--- src/rtl/instruction_cache.sv ---
// instruction_cache
//   Direct-mapped instruction cache with a byte-wide memory refill port.
//   Each entry holds one 32-bit word: the four bytes that start at the
//   halfword-aligned fetch address. A hit answers one cycle after the
//   request edge. A miss fetches four consecutive bytes over the memory
//   port, then answers six cycles after the request edge if the bus is
//   already granted.
//
//   Optional feature macro: ICACHE_STORAGE_EN
//     defined   -> valid/tag/word storage, hits and line fills.
//     undefined -> no storage; every request takes the miss path, with
//                  the same ports and timing.
//
// Ports
//   clk        in   clock; all state changes on the rising edge
//   rst        in   asynchronous active-high reset
//   asking     in   fetch request strobe (one sampled edge = one request)
//   addr[31:0] in   fetch address (bit 0 ignored)
//   flush      in   abort any miss in flight and drop any pending answer
//   mem_grant  in   memory bus granted to this block
//   mem_din[7:0] in byte returned one cycle after mem_a is presented
//   data[31:0] out  {b3,b2,b1,b0} starting at the requested address
//   data_ready out  one-cycle pulse qualifying data
//   mem_a[31:0] out memory byte address
//   mem_rd     out  mem_a is a live read this cycle
module instruction_cache #(
  parameter int INDEX_BITS = 5
) (
  input  logic        clk,
  input  logic        rst,
  input  logic        asking,
  input  logic [31:0] addr,
  input  logic        flush,
  input  logic        mem_grant,
  input  logic [7:0]  mem_din,
  output logic [31:0] data,
  output logic        data_ready,
  output logic [31:0] mem_a,
  output logic        mem_rd
);

  typedef enum logic [1:0] {IDLE, WAIT, READ, RESP} state_t;

  state_t      state_reg;
  logic [31:0] addr_reg;   // latched, halfword-aligned miss address
  logic [2:0]  cnt_reg;    // READ step: 0..3 issue addresses, 1..4 capture bytes
  logic [31:0] line_reg;   // bytes shift in from the top; byte 0 ends at the bottom
  logic [31:0] req_addr;
  logic        hit;
  logic [31:0] resp_word;

  // Clearing bit 0 this way keeps every address bit referenced.
  assign req_addr = addr & 32'hFFFF_FFFE;

`ifdef ICACHE_STORAGE_EN
  localparam int ENTRIES = 1 << INDEX_BITS;
  localparam int TAG_W   = 31 - INDEX_BITS;

  logic [ENTRIES-1:0]    valid_reg;
  logic [TAG_W-1:0]      tag_mem  [ENTRIES];
  logic [31:0]           word_mem [ENTRIES];
  logic [31:0]           word_rd_reg;
  logic                  resp_hit_reg;
  logic [INDEX_BITS-1:0] req_index;
  logic [TAG_W-1:0]      req_tag;
  logic [INDEX_BITS-1:0] fill_index;
  logic                  fill_done;

  assign req_index  = addr[INDEX_BITS:1];
  assign req_tag    = addr[31:INDEX_BITS+1];
  assign fill_index = addr_reg[INDEX_BITS:1];
  assign hit        = valid_reg[req_index] && (tag_mem[req_index] == req_tag);
  // Last byte is on mem_din this cycle; a flush at the same edge discards the line.
  assign fill_done  = (state_reg == READ) && (cnt_reg == 3'd4) && !flush;

  // Only valid bits need reset; tag/word arrays stay plain RAM.
  always_ff @(posedge clk or posedge rst) begin
    if (rst) begin
      valid_reg    <= '0;
      resp_hit_reg <= 1'b0;
    end else begin
      if (fill_done) valid_reg[fill_index] <= 1'b1;
      // RESP is reached either from an IDLE hit or from a completed fill;
      // this flag remembers which source supplies the answer.
      resp_hit_reg <= (state_reg == IDLE) && asking && hit && !flush;
    end
  end

  always_ff @(posedge clk) begin
    if (fill_done) begin
      tag_mem[fill_index]  <= addr_reg[31:INDEX_BITS+1];
      word_mem[fill_index] <= {mem_din, line_reg[31:8]};
    end
    word_rd_reg <= word_mem[req_index];
  end

  assign resp_word = resp_hit_reg ? word_rd_reg : line_reg;
`else
  assign hit       = 1'b0;
  assign resp_word = line_reg;
`endif

  always_ff @(posedge clk or posedge rst) begin
    if (rst) begin
      state_reg  <= IDLE;
      addr_reg   <= '0;
      cnt_reg    <= '0;
      line_reg   <= '0;
      data       <= '0;
      data_ready <= 1'b0;
      mem_a      <= '0;
      mem_rd     <= 1'b0;
    end else begin
      data_ready <= 1'b0;
      if (flush) begin
        state_reg <= IDLE;
        mem_rd    <= 1'b0;
        cnt_reg   <= '0;
      end else begin
        case (state_reg)
          IDLE: begin
            if (asking) begin
              if (hit) begin
                state_reg <= RESP;
              end else begin
                addr_reg <= req_addr;
                if (mem_grant) begin
                  state_reg <= READ;
                  mem_a     <= req_addr;
                  mem_rd    <= 1'b1;
                  cnt_reg   <= '0;
                end else begin
                  state_reg <= WAIT;
                end
              end
            end
          end
          WAIT: begin
            if (mem_grant) begin
              state_reg <= READ;
              mem_a     <= addr_reg;
              mem_rd    <= 1'b1;
              cnt_reg   <= '0;
            end
          end
          READ: begin
            // Addresses go out while cnt is 0..3; bytes come back one edge
            // later, so capture runs while cnt is 1..4.
            cnt_reg <= cnt_reg + 3'd1;
            if (cnt_reg < 3'd3) mem_a  <= mem_a + 32'd1;
            else                mem_rd <= 1'b0;
            if (cnt_reg != 3'd0) line_reg <= {mem_din, line_reg[31:8]};
            if (cnt_reg == 3'd4) state_reg <= RESP;
          end
          RESP: begin
            data       <= resp_word;
            data_ready <= 1'b1;
            state_reg  <= IDLE;
          end
          default: state_reg <= IDLE;
        endcase
      end
    end
  end

endmodule

--- config.mk ---
export PLATFORM = sky130hd
export DESIGN_NAME = instruction_cache
export DESIGN_NICKNAME = d
export VERILOG_FILES = /design/src/rtl/instruction_cache.sv
export SDC_FILE = /design/constraint.sdc
export NUM_CORES = 1
export LEC_CHECK = 0
export ABC_AREA = 1
export CAP_MARGIN = 25
export CELL_PAD_IN_SITES_DETAIL_PLACEMENT = 0
export CELL_PAD_IN_SITES_GLOBAL_PLACEMENT = 2
export CORE_AREA = 3 3 153 155
export DETAILED_ROUTE_END_ITERATION = 6
export DIE_AREA = 0 0 156 158
export GPL_ROUTABILITY_DRIVEN = 0
export GPL_TIMING_DRIVEN = 0
export PLACE_DENSITY_LB_ADDON = 0.1
export SLEW_MARGIN = 10
export SYNTH_ARGS = -nofsm -noshare
export SYNTH_HDL_FRONTEND = slang
export SYNTH_SLANG_ARGS = --single-unit
--- constraint.sdc ---
create_clock -name clk -period 5 [get_ports clk]
set_input_delay 0.5 -clock clk [delete_from_list [all_inputs] [get_ports clk]]
set_output_delay 0.5 -clock clk [all_outputs]
set_load 0.01 [all_outputs]
-- After elaboration in Yosys (flattened, before gate mapping)
Index checks and enable logic that the tools add are counted.
Widths: inputs -> output; s select.
- register bits: 134
- latch bits: 0
- RAM bits: 0
- ROM bits: 0
- bits of input ports: 45
- output and inout port bits: 66
- word-level logic and storage cells: 57
- memories kept: 0
- add/sub/neg operators: 2
- multipliers: 0
- divide/modulo/power cells: 0
- magnitude comparators: 1
- equal/unequal tests: 12
- shift-type cells: 0
- mux-type cells: 22
- bitwise logic cells: 1
- reduce and logical (&&, ||, !) cells: 11
- operators with widths (operator ; count):
    $mux 32 ; 4
    $pmux 32 s3 ; 1
    $add 32x1->32 const B ; 1
    $ne 3x3->1 const B ; 4
    $reduce_and 3->1 ; 4
    $mux 2 ; 5
    $mux 3 ; 3
    $pmux 3 s3 ; 1
    $ne 2x2->1 const B ; 4
    $pmux 2 s4 ; 1
    $mux 1 ; 6
    $reduce_and 6->1 ; 1
    $reduce_bool 3->1 ; 2
    $eq 2x2->1 const B ; 2
    $reduce_and 2->1 ; 2
    $reduce_bool 4->1 ; 1
    $add 3x1->3 const B ; 1
    $eq 3x3->1 const B ; 1
    $lt 3x2->1 const B ; 1
    $pmux 1 s3 ; 1
    $eq 2x1->1 const B ; 1
    $logic_not 2->1 ; 1
    $not 1->1 ; 1

-- Logic depth before layout (Yosys ltp)
- depth after elaboration: 4
- mapped depth: 11
- mapped depth without buffers: 11

-- Worst setup path after synthesis
Ideal clock, no wire load.
- kind: register to register
- start: register state_reg[0]
- end: register mem_a[6]
- data arrival time: 1463 ps
- data required time: 4874 ps
- setup slack: 3411 ps
- cell stages (with the launch flop): 9
- path buffers: 2
- clock period less this slack: 1589 ps
- path through: dfrtp_1 > inv_1 > ha_1 > buf_2 > inv_2 > buf_1 > nand2_1 > nand3_1 > o21ai_0
- longest elaborated chain between the ends: 3
- elaborated cells between the ends (all ways): 10
- those cells by class: eq/ne (6); mux (1); reduce/logical (3)
- ends and longest elaborated chain (element ; line ; source):
    start: declaration ; 44 ; state_t state_reg;
    start signal: assignment ; 105 ; state_reg <= IDLE;
    start signal: assignment ; 116 ; state_reg <= IDLE;
    start signal: assignment ; 124 ; state_reg <= RESP;
    $eq 2x2->1, or another cell as far along ; 120 ; case (state_reg)
    $ne 2x2->1 (no line) or $reduce_bool 3->1 (tied branches) ; n/a ;
    $reduce_and 6->1 (no line) ; n/a ;
    end signal: assignment ; 129 ; mem_a <= req_addr;
    end signal: assignment ; 141 ; mem_a <= addr_reg;
    end signal: assignment ; 150 ; if (cnt_reg < 3'd3) mem_a <= mem_a + 32'd1;
    end: declaration ; 38 ; output logic [31:0] mem_a,
Several ways; a longest one is shown, not always the timed one.
A chain may end at the register's enable or synchronous reset.

-- Worst setup path after layout
Ends and elaborated chain as after synthesis.

==> flow_summary.ini <==
[floorplanning]
initial_core_util_pct = 31.0
fp.dieH_um = 158
core_sq_mm = 0.0220
die_x_um = 156
dieArea_sq_mm = 0.0246
io_pins = 111
rows = 54

[clock_tree]
hold_buffers = 0
cts_max_path_buffers = 2
cts_tree = yes
postCtsSetupBuffers = 0
post_cts_resized = 0
numClockSinks = 134
insertion_delay_ns = 0.43
cts_max_level = 4
cts.clk_slew.worst_paths_ns = 0.07
root_buffer = clkbuf_16
cts_made_buffers = 17

[synthesis]
yosys_warnings = 0
synth_top_area_share_pct = 49.2
synth_area_leaders = dfrtp_1 49%, nand2_1 16%, o21ai_0 6.7%
synth_area_per_cell_sq_um = 7.74
synthCells = 881
synth.distinct_cells = 35
synthesis.nets = 934
synth_area_sq_mm = 0.00682
synth-seq-cells = 134
synth_area_leader_cell = dfrtp_1
ys_seq_area_share_pct = 49.2

[layout]
layout-drive-gt1-share_pct = 9.19
area_growth_pct = 30.2
n_antenna_cell = 0
design_area_sq_mm = 0.00888
final_cell_mix = 294 x nand2_1, 134 x dfrtp_1, 109 x clkdlybuf4s50_1, 93 x inv_1, 91 x o21ai_0
final_common_cell = nand2_1
fin_nets = 1063

[global_route]
grt_overflow = 0
antenna_found_initial = 0
grt_util_all_layers_pct = 18.0
grt_pass1_wl_mm = 34.3
grt_pass1_vias = 6060
grt_max_degree = 92

[placement]
place_area_sq_mm = 0.00829
io_buffers = 109
dp_hpwl_mm = 15.5

[sta]
period_share_pct = 43.1
setup_violations = 0
final.setup_skew_ns = 0.00808
period_needed_ns = 2.16
setup_tns_ns = 0
relSlewSlack_pct = 48.0
fmax_mhz = 464
tightest_slew_ns = 0.780
rsz0062_at_grt = no
slew_violations = 0
hold_viol_final = 0

[route]
via_per_inst = 4.65
vias = 6053
drt_iter0_drc = 350
drc = 0
antenna_left = 0
drtPass1Iterations = 5
wl_per_cell_um = 16.3
totalWireLength_mm = 21.3

[power]
power_leakage_nw = 4.18
p_int_mw = 3.12
pwr-share-comb_pct = 39.8
p_sw_share_pct = 41.0
power.density_mw_per_mm2 = 596
peakVddDrop_mv = 0.222
clock_power_share_pct = 24.1
sequentialPowerShare_pct = 36.0
switchingPower_mw = 2.17

[critical_path]
arrival_ns = 2.51
rrSetupSlack_ns = 2.84
worstPathRequired_ns = 5.35
worstSetupPathType = register to register
worstSetupStartpointType = register
endpoint_kind = register
cp_max_fo = 10

[min_path]
hp-class = input pin to async pin

[job]
cap_violations = 0

[run_status]
status = finished clean
-- area by class of cell --
cell class              count  area, sq um
inverters                  99          379
clock inverters            15          160
multi-input cells         613         2870
well taps                 280          350
flip-flops and latches    134         3350
plain buffers              35          220
fillers                  2325        13100
clock buffers              17          425
repair buffers            110         1120
-- layer usage --
| metal | track usage, % | vias to the layer above | part of all wire, % |
|---|---|---|---|
| met1 | 27.0 | 2826 | 52 |
| met2 | 26.6 | 139 | 42 |
| met3 | 3.94 | 20 | 4.6 |
| met5 | 0 | - | 0 |
| met4 | 4.16 | 0 | 1.2 |
| li1 | - | 3068 | - |
-- kinds of logic (layout without fill, tap and decap cells) --
family / count (synthesis) / count (layout) / synth area share, %
XOR/XNOR: 1 / 1 / 0.129
multiplexers: 2 / 2 / 0.330
flip-flops: 134 / 134 / 49.2
AND/OR/NAND/NOR: 416 / 416 / 26.0
adder cells (fa/ha/maj): 8 / 8 / 1.47
AO/OA/AOI/OAI: 186 / 186 / 14.2
buffers and inverters: 134 / 276 / 8.68
-- synth_stat cells, drive strengths merged --
library cell,number
clkbuf,14
o22ai,1
nor2,66
o21ai,107
ha,8
nand2,304
nand3,42
dlygate4sd1,1
xnor2,1
inv,99
o32ai,1
nand4,1
mux2,2
o211ai,5
a21oi,70
o311ai,1
a31oi,1
buf,20
dfrtp,134
and2,1
or2,2
-- worst max-delay path, cell delays in order (launching register included) --
cell	delay [ns]
dfrtp_1	0.38
inv_1	0.10
ha_1	0.29
buf_2	0.19
inv_2	0.19
buf_1	0.62
a21oi_1	0.09
nand2_1	0.10
nand3_1	0.06
o21ai_0	0.07
-- power groups by stage --
stage | clock network (mW) | logic (mW) | registers [mW]
after floorplan | 0 | 1.18 | 1.89
after global placement | 0 | 2.12 | 1.93
after detailed placement | 0 | 2.13 | 1.93
after CTS | 1.30 | 2.14 | 1.91
after global routing | 1.36 | 2.41 | 1.98
final | 1.28 | 2.11 | 1.91
-- worst paths after layout --
check | to | depth (start not counted) | start
hold reg to reg | data[2] | 2 | data[2]
min in group clk | data[2] | 2 | data[2]
setup reg to reg | mem_a[6] | 9 | state_reg[0]
max in group asynchronous | addr_reg[26] | 3 | rst
setup / recovery | mem_a[6] | 9 | state_reg[0]
hold / removal | data[0] | 2 | rst
-- stage by stage --
| stage | total power, mW | util (%) | instances | setup WS [ns] | hold WS [ns] |
|---|---|---|---|---|---|
| global route | 5.74 | 40.4 | 1303 | 2.66 | 0.496 |
| floorplan | 3.07 | - | 881 | 0.917 | 0.449 |
| finish | 5.29 | 40.4 | 1303 | 2.84 | 0.459 |
| global placement | 4.04 | 37.6 | 1270 | -1.50 | 0.457 |
| CTS | 5.35 | 40.4 | 1303 | 2.85 | 0.464 |
| detailed placement | 4.06 | 37.8 | 1271 | 2.62 | 0.461 |
Power figures use the tool's default switching activity.
